<file path="src/rtl/seq_alu_arbiter.sv">
// Round-robin arbiter/sequencer sharing one registered, enable-gated ALU among N_REQ requesters.
// Optional op_count statistics output enabled by defining SEQ_ALU_ARB_STATS_EN.
module seq_alu_arbiter #(
    parameter int N_REQ  = 4,
    parameter int DATA_W = 4
) (
    input  logic                     clk,
    input  logic                     rst,
    input  logic [N_REQ-1:0]         req_valid,
    output logic [N_REQ-1:0]         req_ready,
    input  logic [2*N_REQ-1:0]       req_opcode,
    input  logic [DATA_W*N_REQ-1:0]  req_a,
    input  logic [DATA_W*N_REQ-1:0]  req_b,
    output logic [N_REQ-1:0]         rsp_valid,
    output logic [DATA_W:0]          rsp_data,
    output logic                     alu_en,
    output logic [1:0]               alu_opcode,
    output logic [DATA_W-1:0]        alu_a,
    output logic [DATA_W-1:0]        alu_b,
    input  logic [DATA_W:0]          alu_c
`ifdef SEQ_ALU_ARB_STATS_EN
    ,
    output logic [15:0]              op_count
`endif
);

    localparam int unsigned NU    = N_REQ;
    localparam int          IDX_W = $clog2(N_REQ);

    localparam logic [1:0] S_IDLE    = 2'd0;
    localparam logic [1:0] S_ISSUE   = 2'd1;
    localparam logic [1:0] S_CAPTURE = 2'd2;
    localparam logic [1:0] S_RESP    = 2'd3;

    logic [1:0]        state;
    logic [IDX_W-1:0]  last_grant;
    logic [IDX_W-1:0]  grant_idx;
    logic [IDX_W-1:0]  pick_idx;
    logic [IDX_W-1:0]  cand;
    logic              pick_found;
    logic [1:0]        sel_opcode;
    logic [DATA_W-1:0] sel_a;
    logic [DATA_W-1:0] sel_b;

    // Search starts one past the previous winner and wraps, so every requester is reached.
    always_comb begin
        pick_idx   = '0;
        pick_found = 1'b0;
        cand       = '0;
        for (int unsigned k = 1; k <= NU; k++) begin
            cand = IDX_W'((32'(last_grant) + k) % NU);
            if (!pick_found && req_valid[cand]) begin
                pick_idx   = cand;
                pick_found = 1'b1;
            end
        end
    end

    always_comb begin
        sel_opcode = '0;
        sel_a      = '0;
        sel_b      = '0;
        for (int unsigned i = 0; i < NU; i++) begin
            if (IDX_W'(i) == pick_idx) begin
                sel_opcode = req_opcode[2*i +: 2];
                sel_a      = req_a[DATA_W*i +: DATA_W];
                sel_b      = req_b[DATA_W*i +: DATA_W];
            end
        end
    end

    // Ready is gated by reset so no handshake can be seen while reset is held.
    always_comb begin
        req_ready = '0;
        if (state == S_IDLE && rst && pick_found)
            req_ready[pick_idx] = 1'b1;
    end

    always_comb begin
        rsp_valid = '0;
        if (state == S_RESP)
            rsp_valid[grant_idx] = 1'b1;
    end

    assign alu_en = (state == S_ISSUE);

    always_ff @(posedge clk or negedge rst) begin
        if (!rst) begin
            state      <= S_IDLE;
            last_grant <= IDX_W'(N_REQ - 1);
            grant_idx  <= '0;
            alu_opcode <= '0;
            alu_a      <= '0;
            alu_b      <= '0;
            rsp_data   <= '0;
        end else begin
            case (state)
                S_IDLE: begin
                    if (pick_found) begin
                        alu_opcode <= sel_opcode;
                        alu_a      <= sel_a;
                        alu_b      <= sel_b;
                        grant_idx  <= pick_idx;
                        last_grant <= pick_idx;
                        state      <= S_ISSUE;
                    end
                end
                S_ISSUE:   state <= S_CAPTURE;
                S_CAPTURE: begin
                    rsp_data <= alu_c;
                    state    <= S_RESP;
                end
                default:   state <= S_IDLE;
            endcase
        end
    end

`ifdef SEQ_ALU_ARB_STATS_EN
    logic [15:0] op_count_q;

    always_ff @(posedge clk or negedge rst) begin
        if (!rst)
            op_count_q <= '0;
        else if (state == S_RESP && op_count_q != 16'hFFFF)
            op_count_q <= op_count_q + 16'd1;
    end

    assign op_count = op_count_q;
`endif

endmodule

</file>
<file path="config.mk">
export PLATFORM = sky130hd
export DESIGN_NAME = seq_alu_arbiter
export DESIGN_NICKNAME = d
export VERILOG_FILES = /design/src/rtl/seq_alu_arbiter.sv
export SDC_FILE = /design/constraint.sdc
export NUM_CORES = 1
export LEC_CHECK = 0
export ABC_AREA = 0
export BUFFER_PORTS_ARGS = -buffer_cell sky130_fd_sc_hd__buf_2
export CORE_UTILIZATION = 47
export CTS_CLUSTER_SIZE = 8
export DETAILED_ROUTE_END_ITERATION = 12
export GPL_ROUTABILITY_DRIVEN = 0
export PLACE_DENSITY = 0.93
export SLEW_MARGIN = 20
export SYNTH_ARGS = -nofsm -noshare
export SYNTH_HDL_FRONTEND = slang
export SYNTH_SLANG_ARGS = --single-unit
</file>
<file path="constraint.sdc">
create_clock -name clk -period 3.3 [get_ports clk]
set_input_delay 0.165 -clock clk [delete_from_list [all_inputs] [get_ports clk]]
set_output_delay 0.165 -clock clk [all_outputs]
set_load 0.02 [all_outputs]
</file>
==> results of run 1 <==
final cells by class:
| class | count | area, µm² | share of cell area [%] |
|---|---|---|---|
| well taps | 31 | 38.8 | 2.20 |
| multi-input cells | 103 | 767 | 43.6 |
| repair buffers | 76 | 388 | 22.0 |
| clock buffers | 3 | 22.5 | 1.28 |
| clock inverters | 1 | 5.00 | 0.284 |
| flip-flops and latches | 21 | 528 | 30.0 |
| inverters | 3 | 11.3 | 0.640 |
power groups by stage:
stage / Clock [µW] / Sequential [µW] / Combinational (µW)
CTS: 128 / 503 / 877
finish: 128 / 502 / 873
global placement: 0 / 502 / 855
global route: 138 / 523 / 970
detailed placement: 0 / 506 / 879
floorplan: 0 / 592 / 571
metrics by stage:
stage / worst slack (ns) / hold slack (ns) / instance area (µm²)
after floorplan: 1.30 / -0.131 / 1360
after global placement: 1.13 / 0.153 / 1720
after detailed placement: 1.07 / 0.160 / 1720
after CTS: 0.932 / 0.0751 / 1760
after global routing: 0.719 / 0.0700 / 1760
final: 0.946 / 0.0753 / 1760
placed cells by master (no fill, tap or decap), types with 2 or more instances in the layout:
cell type / Yosys / routed
clkbuf_4: 0 / 3
nand3_1: 6 / 6
mux2_2: 5 / 5
nand2_1: 9 / 9
buf_2: 4 / 74
o21ai_0: 6 / 6
inv_1: 3 / 3
a221o_1: 5 / 5
dfstp_2: 2 / 2
ha_1: 5 / 5
nor2_1: 14 / 14
nor3_1: 2 / 2
and3_1: 6 / 6
a211oi_1: 10 / 10
dfrtp_1: 19 / 19
nand2b_1: 2 / 2
mux2i_1: 5 / 5
a21oi_1: 8 / 8
mux2_4: 4 / 4
worst reg2reg max path, delay by kind of cell, from the launching register on:
kind,cells,cell delay [ns]
multiplexers,2,0.69
flip-flops,1,0.66
AO/OA/AOI/OAI,2,0.58
AND/OR/NAND/NOR,1,0.21
state kept, by name (all words and copies together) (netlist names):
name and cells:
state 2, alu_a 4, grant_idx 2, last_grant 2, alu_b 4, rsp_data 5
alu_opcode 2
layer usage:
layer  routed length (µm)  part of all wire (%)  global-route usage (%)
met1                 1260                    39                    26.2
met2                 1610                    50                    36.8
met3                  241                   7.5                    4.19
met4                   78                   2.4                    10.4
met5                    0                     0                       0
final timing paths:
check | start | endpoint | slack (ns) | cells after the start
worst max-delay path | last_grant[1] | req_ready[0] | 0.95 | 5
worst min-delay path | alu_c[0] | rsp_data[0] | 0.08 | 2
worst max register to register | last_grant[1] | alu_opcode[0] | 1.04 | 5
worst min register to register | rsp_data[2] | rsp_data[2] | 0.52 | 1
max in group asynchronous | rst | last_grant[0] | 2.61 | 2
min in group asynchronous | rst | alu_b[1] | 0.33 | 2
cell families (layout without fill, tap and decap cells):
| kind of cell | Yosys count | after routing | share of synthesized area [%] |
|---|---|---|---|
| fa+ha+maj | 5 | 5 | 4.61 |
| simple gates | 45 | 45 | 16.6 |
| compound gates | 37 | 37 | 20.6 |
| buf+inv | 11 | 83 | 4.52 |
| mux | 16 | 16 | 14.8 |
| flops | 21 | 21 | 38.9 |
==> metrics.cfg, run 1 <==
[drt]
vias=1316
ant_nets=0
totalWireLength_mm=3.20
first_pass_iters=5
drc=0
first_iter_violations=52
vias_per_cell=5.53
wire_per_inst_um=13.4

[sta]
finClkSkew_ns=0.00625
maxSlewViolCount=0
fin_crit_ns=2.35
max_slew.worst_pin.slew_ns=0.673
finalCritPeriodShare_pct=71.3
hold_violations=0
max_freq_mhz=425
setup_viol=0
maxSlewHeadroom_pct=55.0
setup_tns_ns=0
rsz0062_at_grt=no

[synth]
ys_ff_latch=21
syn_area_um2=1360
synth.most_common_cell=dfrtp_1
syn_avg_cell_area_um2=10.0
ys_types=36
yosys.area.top_type=dfrtp_1
ys_seq_area_share_pct=38.9
ys_top_cells_by_count=dfrtp_1, nor2_1, a211oi_1, nand2_1, a21oi_1
syn_nets=191
synth_warnings=0
yosysTopAreaCellShare_pct=35.1
synthCells=135
synth-main-ff-cell=dfrtp_1
synthArstFlopShare_pct=100
synth_area_leaders=dfrtp_1, a211oi_1, ha_1, mux2_4, mux2_2
synth-edff-count=0

[clocking]
cts_made_buffers=3
cts_resized=0
hold_buffers=1
clock_sinks=21
cts_setup_buffers=0
cts_tree=done
cts_buffer_depth=2
clkTransAtPathRegs_ns=0.12
insertion_delay_ns=0.31
cts-root-buf=clkbuf_4
h-tree-depth=1

[floorplan]
die_width_um=55.7
start_util_pct=49.6
dieArea_um2=3100
die_y_um=55.7
coreArea_um2=2730
io_pins=75
num_rows=19

[pwr]
power_uw=1500
p_sw_uw=684
peakVddDrop_mv=0.640
power_leakage_uw=0.000910
power_density_nw_per_um2=854
pwr-share-seq_pct=33.4
p_int_uw=820
pwr-share-clk_pct=8.5
sw_frac_of_total_pct=45.5
p_comb_share_pct=58.1

[worst_setup_path]
worstPathArrival_ns=2.19
path_max_fanout=17
worst-setup-path-type=register to output pin
critPathMaxStageDelay_ns=0.66
endpoint_kind=output pin
crit_buf_inv=1
path_delay_family=flip-flops
slowest_stage=dfstp_2
cp.required_ns=3.13
crit_path_cell_trace=mux2i_4, a2bb2oi_4, nand2_4, nor3_1, buf_2
crit_path_start_kind=register

[final_layout]
fin_nets=264
layout.cells.non_filler=238
num_antenna_cells=0
area_growth_pct=29.8
final_core_util_pct=64.4
drive_gt1_share_pct=45.9
n_fill_cell=231

[global_routing]
grt_max_degree=24
first_global_vias=1258
grt_pass1_wl_mm=5.23
grt.total_usage_pct=21.6
overflow=0
antenna_found_initial=0

[hold_path]
hold_class=input port to register

[status]
status=completed

[placed_design]
dp_hpwl_mm=2.55
portBuffers=74
placedCellCount=233

[run]
max-cap-violations=0

Power figures use the tool's default switching activity.
==> run 2: changes to the inputs <==
--- a/config.mk
+++ b/config.mk
@@ -5,13 +5,13 @@
 export SDC_FILE = /design/constraint.sdc
 export NUM_CORES = 1
 export LEC_CHECK = 0
-export ABC_AREA = 0
+export ABC_AREA = 1
 export BUFFER_PORTS_ARGS = -buffer_cell sky130_fd_sc_hd__buf_2
-export CORE_UTILIZATION = 47
+export CORE_UTILIZATION = 42
 export CTS_CLUSTER_SIZE = 8
 export DETAILED_ROUTE_END_ITERATION = 12
 export GPL_ROUTABILITY_DRIVEN = 0
-export PLACE_DENSITY = 0.93
+export PLACE_DENSITY = 0.85
 export SLEW_MARGIN = 20
 export SYNTH_ARGS = -nofsm -noshare
 export SYNTH_HDL_FRONTEND = slang
==> constraint.sdc (replaced) <==
create_clock -name clk -period 2.1 [get_ports clk]
set_input_delay 0.105 -clock clk [delete_from_list [all_inputs] [get_ports clk]]
set_output_delay 0.105 -clock clk [all_outputs]
set_load 0.02 [all_outputs]
==> metrics.cfg, run 2 <==
[status]
violations=negative setup slack
status=finished with violations  ; was completed

[synth]
yosysTopAreaCellShare_pct=29.6  ; was 35.1%
syn_nets=271  ; was 191
ys_top_cells_by_count=nand2_1, nand3_1, dfrtp_1, inv_1  ; was dfrtp_1, nor2_1, a211oi_1, nand2_1, a21oi_1
synthCells=215  ; was 135
ys_ff_latch=21  ; unchanged
synth_warnings=0  ; unchanged
synthArstFlopShare_pct=100  ; unchanged
synth-main-ff-cell=dfrtp_1  ; unchanged
yosys.area.top_type=dfrtp_1  ; unchanged
ys_types=28  ; was 36
synth-edff-count=0  ; unchanged
ys_seq_area_share_pct=32.9  ; was 38.9%
syn_area_um2=1610  ; was 1360 µm²
synth.most_common_cell=nand2_1  ; was dfrtp_1
synth_area_leaders=dfrtp_1, nand2_1, nand3_1, nand3_2, nand4_1  ; was dfrtp_1, a211oi_1, ha_1, mux2_4, mux2_2
syn_avg_cell_area_um2=7.47  ; was 10.0 µm²

[worst_setup_path]
worstPathArrival_ns=2.06  ; was 2.19 ns
endpoint_kind=output pin  ; unchanged
path_max_fanout=9  ; was 17
crit_path_start_kind=register  ; unchanged
crit_path_start=last_grant[0]  ; was last_grant[1]
cp.required_ns=2.00  ; was 3.13 ns
r2r-start=last_grant[0]  ; was last_grant[1]
r2r_cells=16  ; was 5
worst-setup-path-type=register to output pin  ; unchanged

[drt]
first_pass_iters=4  ; was 5
totalWireLength_mm=4.72  ; was 3.20 mm
first_iter_violations=89  ; was 52
vias_per_cell=5.11  ; was 5.53
wire_per_inst_um=13.2  ; was 13.4 µm
ant_nets=0  ; unchanged
drc=0  ; unchanged
vias=1830  ; was 1316

[floorplan]
dieArea_um2=4070  ; was 3100 µm²
die_width_um=63.8  ; was 55.7 µm
io_pins=75  ; unchanged
num_rows=22  ; was 19
start_util_pct=43.8  ; was 49.6%
die_y_um=63.8  ; was 55.7 µm
coreArea_um2=3660  ; was 2730 µm²

[hold_path]
min_path_cells=2  ; unchanged
min_from=alu_c[2]  ; was alu_c[0]
hold_class=input port to register  ; unchanged

[run]
max-cap-violations=0  ; unchanged

[sta]
maxSlewViolCount=0  ; unchanged
rsz0062_at_grt=yes  ; was no
max_freq_mhz=462
fin_ws_ns=-0.0643  ; was 0.946 ns
fin_hold_ws_ns=0.0742  ; was 0.0753 ns
max_slew.worst_pin.slew_ns=0.284  ; was 0.673 ns
fin_crit_ns=2.16
setup_viol=6  ; was 0
finalCritPeriodShare_pct=103
hold_violations=0  ; unchanged
maxSlewHeadroom_pct=81.0  ; was 55.0%
finClkSkew_ns=0.00359  ; was 0.00625 ns

[pwr]
power_uw=4810  ; was 1500 µW
power_leakage_uw=0.00124  ; was 0.000910 µW
power_density_nw_per_um2=2090  ; was 854 nW/µm²
peakVddDrop_mv=1.08  ; was 0.640 mV

[global_routing]
grt.total_usage_pct=24.0  ; was 21.6%
antenna_found_initial=0  ; unchanged
grt_max_degree=22  ; was 24
overflow=0  ; unchanged
grt_pass1_wl_mm=7.69  ; was 5.23 mm
first_global_vias=1727  ; was 1258

[final_layout]
final_core_util_pct=63.0  ; was 64.4%
final_area_um2=2300  ; was 1760 µm²
num_antenna_cells=0  ; unchanged
n_fill_cell=323  ; was 231
top_regs=rsp_data (5), alu_a (4), alu_b (4)  ; unchanged
top_register=rsp_data  ; unchanged
largest_reg_flops=5  ; unchanged
final_common_cell=buf_2  ; unchanged
fin_nets=367  ; was 264
final_cell_mix=buf_2, nand2_1, buf_4  ; was buf_2, dfrtp_1, nor2_1
area_growth_pct=43.6  ; was 29.8%
drive_gt1_share_pct=51.0  ; was 45.9%

[placed_design]
portBuffers=74  ; unchanged
place_area_um2=2040  ; was 1720 µm²
dp_hpwl_mm=3.24  ; was 2.55 mm

[clocking]
cts_buffer_depth=2  ; unchanged
h-tree-depth=1  ; unchanged
insertion_delay_ns=0.26  ; was 0.31 ns
cts_tree=done  ; unchanged
cts_made_buffers=3  ; unchanged
clkTransAtPathRegs_ns=0.08  ; was 0.12 ns
cts-root-buf=clkbuf_8  ; was clkbuf_4
clock_sinks=21  ; unchanged

## run 2: kinds of logic (layout without fill, tap and decap cells)
family | Yosys count | in the layout | share of synthesized area [%]
compound gates | 9 | 9 | 3.20
fa+ha+maj | 5 | 5 | 3.90
buf+inv | 26 | 119 | 8.03
flops | 21 | 21 | 32.9
mux | 5 | 5 | 3.51
simple gates | 149 | 151 | 48.5
## run 2: through the flow
| stage | std cells | setup slack, ns | setup TNS [ns] |
|---|---|---|---|
| 5_1_grt | 358 | -0.175 | -1.88 |
| 4_1_cts | 355 | -0.0244 | -0.0285 |
| 2_1_floorplan | 215 | 0.146 | 0 |
| 6_report | 358 | -0.0643 | -0.277 |
| 3_5_place_dp | 336 | 0.000632 | 0 |
| 3_3_place_gp | 336 | 0.0977 | 0 |
## run 2: critical path: stages, from the launching register on
cell and delay (ns):
dfstp_2 0.58, inv_4 0.08, nand2_1 0.10, nand2_2 0.08, nand2_2 0.09, nand2_2 0.08, inv_2 0.06, nand2_2 0.09
nor2_4 0.11, nand2_4 0.08, nand2_8 0.11, nand2_1 0.09, nor2_1 0.10, buf_4 0.15
## run 2: final cells by class
type                    instances  area, µm²  area share, %
clock buffers                   3       41.3           1.79
clock inverters                 1       5.00          0.217
inverters                      19       78.8           3.42
multi-input cells             170       1030           44.8
flip-flops and latches         21        528           22.9
well taps                      48       60.1           2.61
repair buffers                 96        559           24.3
## run 2: final timing paths
kind,endpoint,slack (ns)
max,req_ready[3],-0.06
min,rsp_data[2],0.07
min reg2reg,alu_a[3],0.49
max in group asynchronous,last_grant[1],1.38
max reg2reg,alu_opcode[0],-0.03
min in group asynchronous,alu_opcode[1],0.44
## run 2: power breakdown
group	internal, µW	switching (µW)	total [µW]
Sequential	635	128	763
Combinational	1430	2340	3780
Clock	132	136	268
Total	2200	2610	4810
## run 2: per-layer routing
layer	share of wire [%]	global-route usage, %	wire [µm]
met1	41	29.5	1930
met2	51	42.2	2400
met3	6.8	4.46	321
met4	1.5	7.39	72
met5	0	0	0
## run 2: repair_timing
action	4_1_cts	5_1_grt
cloned	2	0
gates resized for setup	10	14
hold buffers	1	0
setup buffers	12	3
pin swaps	6	6
hold endpoints to repair	19	0
setup endpoints to repair	5	18
==> run 3: changes to the inputs <==
--- a/config.mk
+++ b/config.mk
@@ -7,11 +7,11 @@
 export LEC_CHECK = 0
 export ABC_AREA = 1
 export BUFFER_PORTS_ARGS = -buffer_cell sky130_fd_sc_hd__buf_2
-export CORE_UTILIZATION = 42
+export CORE_UTILIZATION = 35
 export CTS_CLUSTER_SIZE = 8
 export DETAILED_ROUTE_END_ITERATION = 12
 export GPL_ROUTABILITY_DRIVEN = 0
-export PLACE_DENSITY = 0.85
+export PLACE_DENSITY = 0.74
 export SLEW_MARGIN = 20
 export SYNTH_ARGS = -nofsm -noshare
 export SYNTH_HDL_FRONTEND = slang
==> metrics.cfg, run 3 (same netlist as run 2, synthesis figures left out) <==
[floorplan]
dieArea_um2=4860  ; was 4070 µm²
start_util_pct=36.6  ; was 43.8%
num_rows=24  ; was 22
io_pins=75  ; unchanged
die_width_um=69.7  ; was 63.8 µm
coreArea_um2=4380  ; was 3660 µm²
die_y_um=69.7  ; was 63.8 µm

[sta]
finalCritPeriodShare_pct=103  ; about the same
rsz0062_at_grt=yes  ; unchanged
finClkSkew_ns=0.00225  ; was 0.00359 ns
hold_violations=0  ; unchanged
setup_viol=9  ; was 6
maxSlewViolCount=0  ; unchanged
maxSlewHeadroom_pct=80.8  ; was 81.0%
setup_tns_ns=-0.281  ; was -0.277 ns
max_freq_mhz=461  ; was 462 MHz
fin_ws_ns=-0.0670  ; was -0.0643 ns
max_slew.worst_pin.slew_ns=0.288  ; was 0.284 ns
fin_crit_ns=2.17  ; was 2.16 ns

[pwr]
pwr-share-clk_pct=5.6  ; about the same
p_comb_share_pct=78.6  ; was 78.5%
power_leakage_uw=0.00125  ; was 0.00124 µW
sw_frac_of_total_pct=54.1  ; was 54.2%
p_int_uw=2260  ; was 2200 µW
peakVddDrop_mv=1.11  ; was 1.08 mV
power_density_nw_per_um2=2090  ; about the same
p_sw_uw=2660  ; was 2610 µW
pwr-share-seq_pct=15.8  ; was 15.9%

[status]
violations=negative setup slack  ; unchanged
status=finished with violations  ; unchanged

[drt]
wire_per_inst_um=12.9  ; was 13.2 µm
drc=0  ; unchanged
routed.top_layer=met4  ; unchanged
wl_met2_mm=2.41  ; was 2.40 mm
first_iter_violations=42  ; was 89
first_pass_iters=4  ; unchanged
totalWireLength_mm=4.67  ; was 4.72 mm
vias_per_cell=5.08  ; was 5.11
vias=1839  ; was 1830
ant_nets=0  ; unchanged
met1_length_mm=1.93  ; about the same
dr_wl_met3_um=273  ; was 321 µm

[final_layout]
drive_gt1_share_pct=52.9  ; was 51.0%
largest_reg_flops=5  ; unchanged
final_core_util_pct=53.7  ; was 63.0%
final_cell_mix=buf_2, nand2_1, nand3_1  ; was buf_2, nand2_1, buf_4
area_growth_pct=46.6  ; was 43.6%
top_register=rsp_data  ; unchanged
layout.cells.non_filler=362  ; was 358
final_common_cell=buf_2  ; unchanged
fin_nets=367  ; unchanged
num_antenna_cells=0  ; unchanged
final_area_um2=2350  ; was 2300 µm²
top_regs=rsp_data (5), alu_a (4), alu_b (4)  ; unchanged

[worst_setup_path]
crit_path_cell_trace=buf_4, nand2_1, nand2_2, nand2_4, nand2_4, nor2_4, nand3_4, nand2_2, inv_2, nand2_4, nor3_2, buf_4  ; was inv_4, nand2_1, nand2_2, nand2_2, nand2_2, inv_2, nand2_2, nor2_4, nand2_4, nand2_8, nand2_1, nor2_1, buf_4
crit_top_cell=nand2_4  ; was nand2_2
crit_buf_inv=3  ; unchanged
critPathMaxStageDelay_ns=0.57  ; was 0.58 ns
worst-setup-path-type=register to output pin  ; unchanged
worstPathArrival_ns=2.06  ; about the same
path_max_fanout=6  ; was 9
cp.required_ns=2.00  ; about the same
endpoint_kind=output pin  ; unchanged
slowest_stage=dfstp_2  ; unchanged
path_delay_family=simple AND/OR/NAND/NOR gates  ; unchanged
crit_path_start_kind=register  ; unchanged

[clocking]
cts-root-buf=clkbuf_8  ; unchanged
cts_made_buffers=3  ; unchanged
clkTransAtPathRegs_ns=0.08  ; about the same
insertion_delay_ns=0.26  ; about the same
h-tree-depth=1  ; unchanged
clock_sinks=21  ; unchanged
cts_tree=done  ; unchanged
cts_buffer_depth=2  ; unchanged

[global_routing]
overflow=0  ; unchanged
first_global_vias=1677  ; was 1727
grt_max_degree=22  ; unchanged
grt_pass1_wl_mm=7.59  ; was 7.69 mm
antenna_found_initial=0  ; unchanged
grt.total_usage_pct=19.4  ; was 24.0%

[placed_design]
dp_hpwl_mm=3.26  ; was 3.24 mm
portBuffers=74  ; unchanged
placedCellCount=339  ; was 336
place_area_um2=2030  ; was 2040 µm²
dpl_worst_slack_ns=-0.0476  ; was 0.000632 ns

[hold_path]
hold_class=input port to register  ; unchanged

[run]
max-cap-violations=0  ; unchanged

## run 3: cell types whose count changed in the layout (fill, tap and decap cells not counted), sizes merged
| cell | before | now |
|---|---|---|
| buf | 95 | 94 |
| nand2 | 81 | 82 |
## run 3: final cells by class
| type | instances | area (µm²) |
|---|---|---|
| Fill cell | 423 | 2030 |
| Clock buffer | 3 | 41.3 |
| Multi-Input combinational cell | 171 | 1070 |
| Inverter | 19 | 83.8 |
| Timing Repair Buffer | 95 | 556 |
| Clock inverter | 1 | 5.00 |
| Sequential cell | 21 | 528 |
| Tap cell | 52 | 65.1 |
## run 3: power by group through the flow
stage               Combinational [µW]  Clock [µW]  Sequential (µW)
floorplan                         2310           0              943
global route                      4240         301              808
finish                            3860         277              777
global placement                  2940           0              775
CTS                               3580         284              780
detailed placement                3010           0              785
## run 3: per-stage QoR
stage | power [µW] | hold slack, ns
2_1_floorplan | 3250 | -0.191
3_3_place_gp | 3720 | 0.151
3_5_place_dp | 3790 | 0.155
4_1_cts | 4650 | 0.0675
5_1_grt | 5350 | 0.0608
6_report | 4920 | 0.0730
## run 3: path summary, 6_finish.rpt
path / from / to / slack (ns) / cells past startpoint
setup / recovery: last_grant[1] / req_ready[2] / -0.07 / 12
hold / removal: alu_c[4] / rsp_data[4] / 0.07 / 2
setup reg to reg: last_grant[0] / alu_opcode[0] / -0.04 / 16
hold reg to reg: alu_a[1] / alu_a[1] / 0.49 / 2
max in group asynchronous: rst / last_grant[0] / 1.40 / 3
min in group asynchronous: rst / state[0] / 0.42 / 3
## run 3: worst reg2reg max path, delay by kind of cell, from the launching register on
family,cells,cell delay [ns]
buffers and inverters,2,0.22
and+or+nand+nor,14,1.18
DFF,1,0.63
## run 3: timing repair
item                                    4_1_cts  5_1_grt
cloned                                        3        0
gates resized for setup                      17       19
hold endpoints to repair                     19        0
hold buffers                                  1        0
pin swaps                                     6       12
buffers inserted                             12        3
endpoints found under the setup margin        6       16
## run 3: per-layer routing
layer	global-route usage, %	vias to the layer above
li1	-	895
met1	24.6	860
met2	33.8	74
met3	3.20	10
met4	5.78	0
met5	0	-
